--- src/rtl/wait_scheduler_pkg.sv ---
// rtl/wait_scheduler_pkg.sv - shared states, duration codes and timing defaults for wait_scheduler
package wait_scheduler_pkg;

  localparam int QUARTER_IMPL = 25000000;
  localparam int QUARTER_SIM  = 2;
  localparam int QCNT_W_IMPL  = 25;
  localparam int QCNT_W_SIM   = 2;

  typedef enum logic [1:0] {
    S_IDLE  = 2'd0,
    S_COUNT = 2'd1,
    S_DONE  = 2'd2
  } state_t;

  localparam logic [1:0] DUR_Q1     = 2'b00;
  localparam logic [1:0] DUR_Q2     = 2'b01;
  localparam logic [1:0] DUR_S1     = 2'b10;
  localparam logic [1:0] DUR_S1_ALT = 2'b11;

  function automatic logic [2:0] quarters_of(input logic [1:0] code);
    logic [2:0] q;
    case (code)
      DUR_Q1:             q = 3'd1;
      DUR_Q2:             q = 3'd2;
      DUR_S1, DUR_S1_ALT: q = 3'd4;
      default:            q = 3'd4;
    endcase
    return q;
  endfunction

  function automatic logic [1:0] onehot_idx(input logic [3:0] oh);
    logic [1:0] idx;
    idx = 2'd0;
    for (int i = 0; i < 4; i++) begin
      if (oh[i]) idx = 2'(i);
    end
    return idx;
  endfunction

endpackage

--- src/rtl/wait_scheduler_rr_arbiter4.sv ---
// rtl/wait_scheduler_rr_arbiter4.sv - combinational 4-way round-robin pick starting after last
module rr_arbiter4 (
  input  logic [3:0] req,
  input  logic [1:0] last,
  output logic [3:0] next,
  output logic       valid
);

  logic [1:0] idx;
  logic       found;

  always_comb begin
    next  = 4'b0000;
    found = 1'b0;
    idx   = 2'd0;
    for (int i = 1; i <= 4; i++) begin
      idx = last + 2'(i);
      if (!found && req[idx]) begin
        next[idx] = 1'b1;
        found     = 1'b1;
      end
    end
  end

  assign valid = |req;

endmodule

--- src/rtl/wait_scheduler.sv ---
// rtl/wait_scheduler.sv - shares one quarter-second timer among four requesters
module wait_scheduler
  import wait_scheduler_pkg::*;
#(
  parameter int QUARTER = QUARTER_IMPL,
  parameter int QCNT_W  = QCNT_W_IMPL
) (
  input  logic       clk,
  input  logic       rst,
  input  logic [3:0] req,
  input  logic [7:0] dur,
  output logic [3:0] grant,
  output logic [3:0] done,
  output logic       busy
);

  localparam logic [QCNT_W-1:0] QMAX = QCNT_W'(QUARTER);

  state_t            state, state_n;
  logic [1:0]        chan, last, pick_idx;
  logic [2:0]        target, qcnt, qcnt_inc;
  logic [QCNT_W-1:0] cyc, cyc_next;
  logic [3:0]        pick, chan_oh;
  logic              pick_valid, quarter_end, abandon;

  rr_arbiter4 u_arb (
    .req   (req),
    .last  (last),
    .next  (pick),
    .valid (pick_valid)
  );

  assign pick_idx = onehot_idx(pick);
  assign chan_oh  = 4'b0001 << chan;

  // Cycle counter runs 1..QUARTER; a quarter ends on the edge that reaches QUARTER.
  assign cyc_next    = (cyc == QMAX) ? QCNT_W'(1) : cyc + QCNT_W'(1);
  assign quarter_end = (cyc_next == QMAX);
  assign qcnt_inc    = qcnt + 3'd1;
  assign abandon     = !req[chan];

  always_comb begin
    state_n = state;
    grant   = 4'b0000;
    done    = 4'b0000;
    busy    = 1'b0;
    case (state)
      S_IDLE: begin
        if (pick_valid) state_n = S_COUNT;
      end
      S_COUNT: begin
        grant = chan_oh;
        busy  = 1'b1;
        if (abandon) state_n = S_IDLE;
        else if (quarter_end && (qcnt_inc == target)) state_n = S_DONE;
      end
      S_DONE: begin
        grant   = chan_oh;
        done    = chan_oh;
        busy    = 1'b1;
        state_n = S_IDLE;
      end
      default: state_n = S_IDLE;
    endcase
  end

  always_ff @(posedge clk or negedge rst) begin
    if (!rst) begin
      state  <= S_IDLE;
      chan   <= 2'd0;
      target <= 3'd0;
      qcnt   <= 3'd0;
      cyc    <= '0;
      last   <= 2'd3;
    end else begin
      state <= state_n;
      case (state)
        S_IDLE: begin
          if (pick_valid) begin
            chan   <= pick_idx;
            target <= quarters_of(dur[{pick_idx, 1'b0} +: 2]);
            cyc    <= '0;
            qcnt   <= 3'd0;
          end
        end
        S_COUNT: begin
          if (abandon) begin
            last <= chan;
            cyc  <= '0;
            qcnt <= 3'd0;
          end else begin
            cyc <= cyc_next;
            if (quarter_end) qcnt <= qcnt_inc;
          end
        end
        S_DONE: begin
          last <= chan;
          cyc  <= '0;
          qcnt <= 3'd0;
        end
        default: ;
      endcase
    end
  end

endmodule

--- config.mk ---
export PLATFORM = sky130hd
export DESIGN_NAME = wait_scheduler
export DESIGN_NICKNAME = d
export VERILOG_FILES = /design/src/rtl/wait_scheduler_pkg.sv /design/src/rtl/wait_scheduler_rr_arbiter4.sv /design/src/rtl/wait_scheduler.sv
export SDC_FILE = /design/constraint.sdc
export NUM_CORES = 1
export LEC_CHECK = 0
export CELL_PAD_IN_SITES_DETAIL_PLACEMENT = 1
export CELL_PAD_IN_SITES_GLOBAL_PLACEMENT = 1
export CORE_MARGIN = 3
export CORE_UTILIZATION = 42
export CTS_BUF_LIST = sky130_fd_sc_hd__clkbuf_8
export DETAILED_ROUTE_END_ITERATION = 6
export PLACE_DENSITY_LB_ADDON = 0.1
export SLEW_MARGIN = 15
export SYNTH_ARGS = -nofsm -noshare
export SYNTH_HDL_FRONTEND = slang
export SYNTH_SLANG_ARGS = --single-unit
--- constraint.sdc ---
create_clock -name clk -period 3 [get_ports clk]
set_clock_uncertainty 0.15 [all_clocks]
set_input_delay 0.3 -clock clk [delete_from_list [all_inputs] [get_ports clk]]
set_output_delay 0.3 -clock clk [all_outputs]
set_load 0.03 [all_outputs]
==> out/results.ini <==
[setup_path]
cp.required_ns = 3.03
critPathKind = reg -> reg
worst-path-max-fanout = 5
crit_arrival_ns = 2.93
cp-start-kind = flip-flop
setup.worst_path.end_class = flip-flop

[sta]
rsz0062_at_grt = false
whs_ns = -0.0240
min_period_ns = 2.90
tns_ns = 0
relSlewSlack_pct = 39.9
tightest_slew_ns = 0.902
hold_violations = 35
drv_slew = 0
setup_viol_count_final = 0
max_freq_ghz = 0.345
post-route-period-util_pct = 96.6

[clocking]
htree_levels = 2
cts_buffer_depth = 2
cts_buffers = 5
clk_latency_ns = 0.30
cts_tree = yes
cts_root_buffer = clkbuf_8
cts.clk_slew.worst_paths_ns = 0.08
clock-sinks = 37
holdBufCountCts = 0

[layout]
n_fill_cell = 785
stdcell_area_mm2 = 0.00358
area_growth_pct = 22.7
drive_gt1_share_pct = 19.6
multiInputGateArea_mm2 = 0.00189
design.final.nets = 419
seqCellArea_um2 = 931
diodes = 0

[synth]
yosysWarningCount = 0
ys.flop_type = dfrtp_1
synth_largest_area_cell = dfrtp_1
yosysSeqAreaShare_pct = 31.8
avgSynthCellArea_um2 = 8.43
yosys_register_bits = 37
syn_area_mm2 = 0.00292
netlist_instances = 346
synth_edf_count = 0
syn_nets = 374
netlist_top_cells_area = dfrtp_1 30%, o21ai_0 7.0%, ha_1 6.0%
synthArstFlopShare_pct = 100
yosysUniqueCellTypes = 58
synth_top_area_share_pct = 30.0

[routing]
vias = 2910
drc = 0
ant_nets = 0
via_per_inst = 6.20
drtPass1Iterations = 4
routedWlPerCell_um = 19.1
drt-total-wl_um = 8980
dr.first_iter.drc_count = 148

[grt]
grt_max_degree = 38
grt_pass1_vias = 3091
grt_overflow = 0
antenna_found_initial = 0
grt_pass1_wl_um = 15100
grt_use_total_pct = 24.2

[floorplan]
ios = 23
start_util_pct = 44.7
die_w_um = 89.3
dieHeight_um = 89.3
coreArea_mm2 = 0.00653
row_count = 29
dieArea_mm2 = 0.00798

[run]
maxCapViolCount = 0

[placed_design]
placed_cell_area_mm2 = 0.00342
port_buffers = 22
place_congestion = 0.930
dp_hpwl_um = 6750

[run_status]
violations = hold timing
status = finished, violations left

[power]
power.density_mw_per_mm2 = 694
ir_drop_v = 0.000453
total_leakage_power_nw = 1.55

[hold_path]
min_path_type = in -> async

[worst max-delay path, stage by stage (launching register included)]
cell	delay, ns
dfrtp_1	0.39
ha_1	0.26
and3_1	0.23
and3_1	0.22
xnor2_1	0.13
or4_1	0.49
and4b_1	0.30
and3b_2	0.26
o21bai_1	0.09
mux2_2	0.26
[repair_timing]
action | 4_1_cts | 5_1_grt
setup buffers | 0 | 1
resized for setup | 0 | 9
setup endpoints to repair | 0 | 5
[cell usage in the layout, fill, tap and decap left out, drive strengths merged, types with 6 or more instances in the layout]
cell           Yosys  final
nand4             12     12
a21oi             14     14
o31ai              9      9
clkbuf            14      6
inv               12     13
a31oi              7      7
nor2              24     24
nand2             30     30
buf                8     39
nand3             15     15
dfrtp             35     35
ha                14     14
o21ai             41     41
and3b              7      7
and3               8      8
nor4               6      6
clkdlybuf4s50      0     21
nor3               8      8
[synthesized netlist by cell type (3+ instances only)]
cell type and number:
xnor2_1 5, o21ai_0 41, mux4_2 3, a31oi_1 7, nand3_1 15, a21oi_1 14, nand2_1 30, o41ai_1 5
inv_1 12, and3b_1 5, buf_2 8, a211oi_1 4, or4_1 3, nand4_1 11, o21a_1 3, mux2_2 4
ha_1 14, or2_2 3, and2_1 4, and3_1 8, nor3_1 8, clkbuf_1 13, nand3b_1 3, nor3b_1 3
o31ai_1 9, a22o_1 5, nor2_1 24, nor2b_1 4, nor4_1 5, dfrtp_1 35
[metal layers]
metal | GRT usage, % | share of wire [%]
met5 | 0 | 0
met4 | 5.55 | 1.3
met3 | 3.59 | 2.9
met2 | 43.8 | 51
met1 | 30.3 | 45
[cell families after synthesis]
family,after synthesis,synth area share (%)
AO/OA/AOI/OAI,102,22.4
XOR/XNOR,7,2.10
adder cells (fa/ha/maj),14,6.01
buffers and inverters,34,4.76
flip-flops,37,31.8
multiplexers,9,4.55
AND/OR/NAND/NOR,143,28.3
[final timing paths]
check	from	end	slack, ns	depth (start not counted)
setup reg to reg	cyc[0]	qcnt[0]	0.10	9
setup / recovery	cyc[0]	qcnt[0]	0.10	9
max in group asynchronous	rst	cyc[3]	2.11	1
min in group clk	cyc[24]	cyc[24]	0.34	1
hold reg to reg	cyc[24]	cyc[24]	0.34	1
hold / removal	rst	cyc[0]	-0.02	1
[area by class of cell]
class                      instances  area share [%]
multi-input combinational        275            52.8
sequential                        37            26.0
timing repair buffer              60            14.0
tap                               77            2.69
clock buffer                       6            2.31
inverter                          12            1.26
clock inverter                     2           0.944
[registers in the layout, indices dropped and copies added (netlist names)]
name    count
cyc        25
qcnt        3
target      3
chan        2
last        2
state       2
[power breakdown]
part / internal, W / switching [W]
clock: 0.000268 / 0.000200
sequential: 0.000572 / 0.0000867
combinational: 0.000568 / 0.000787
[metrics by stage]
| stage | total power [W] | hold slack (ns) | setup WS [ns] | utilization, % | std cells |
|---|---|---|---|---|---|
| detailed placement | 0.00196 | 0.334 | 0.00941 | 52.3 | 460 |
| global route | 0.00267 | 0.0487 | 0.00824 | 54.8 | 469 |
| floorplan | 0.00147 | -0.146 | 0.0619 | - | 346 |
| global placement | 0.00192 | 0.315 | 0.0743 | 52.3 | 460 |
| finish | 0.00248 | -0.0240 | 0.101 | 54.8 | 469 |
| CTS | 0.00242 | 0.0177 | 0.0164 | 54.1 | 468 |
Note: power is estimated with default switching activity, not from simulation.
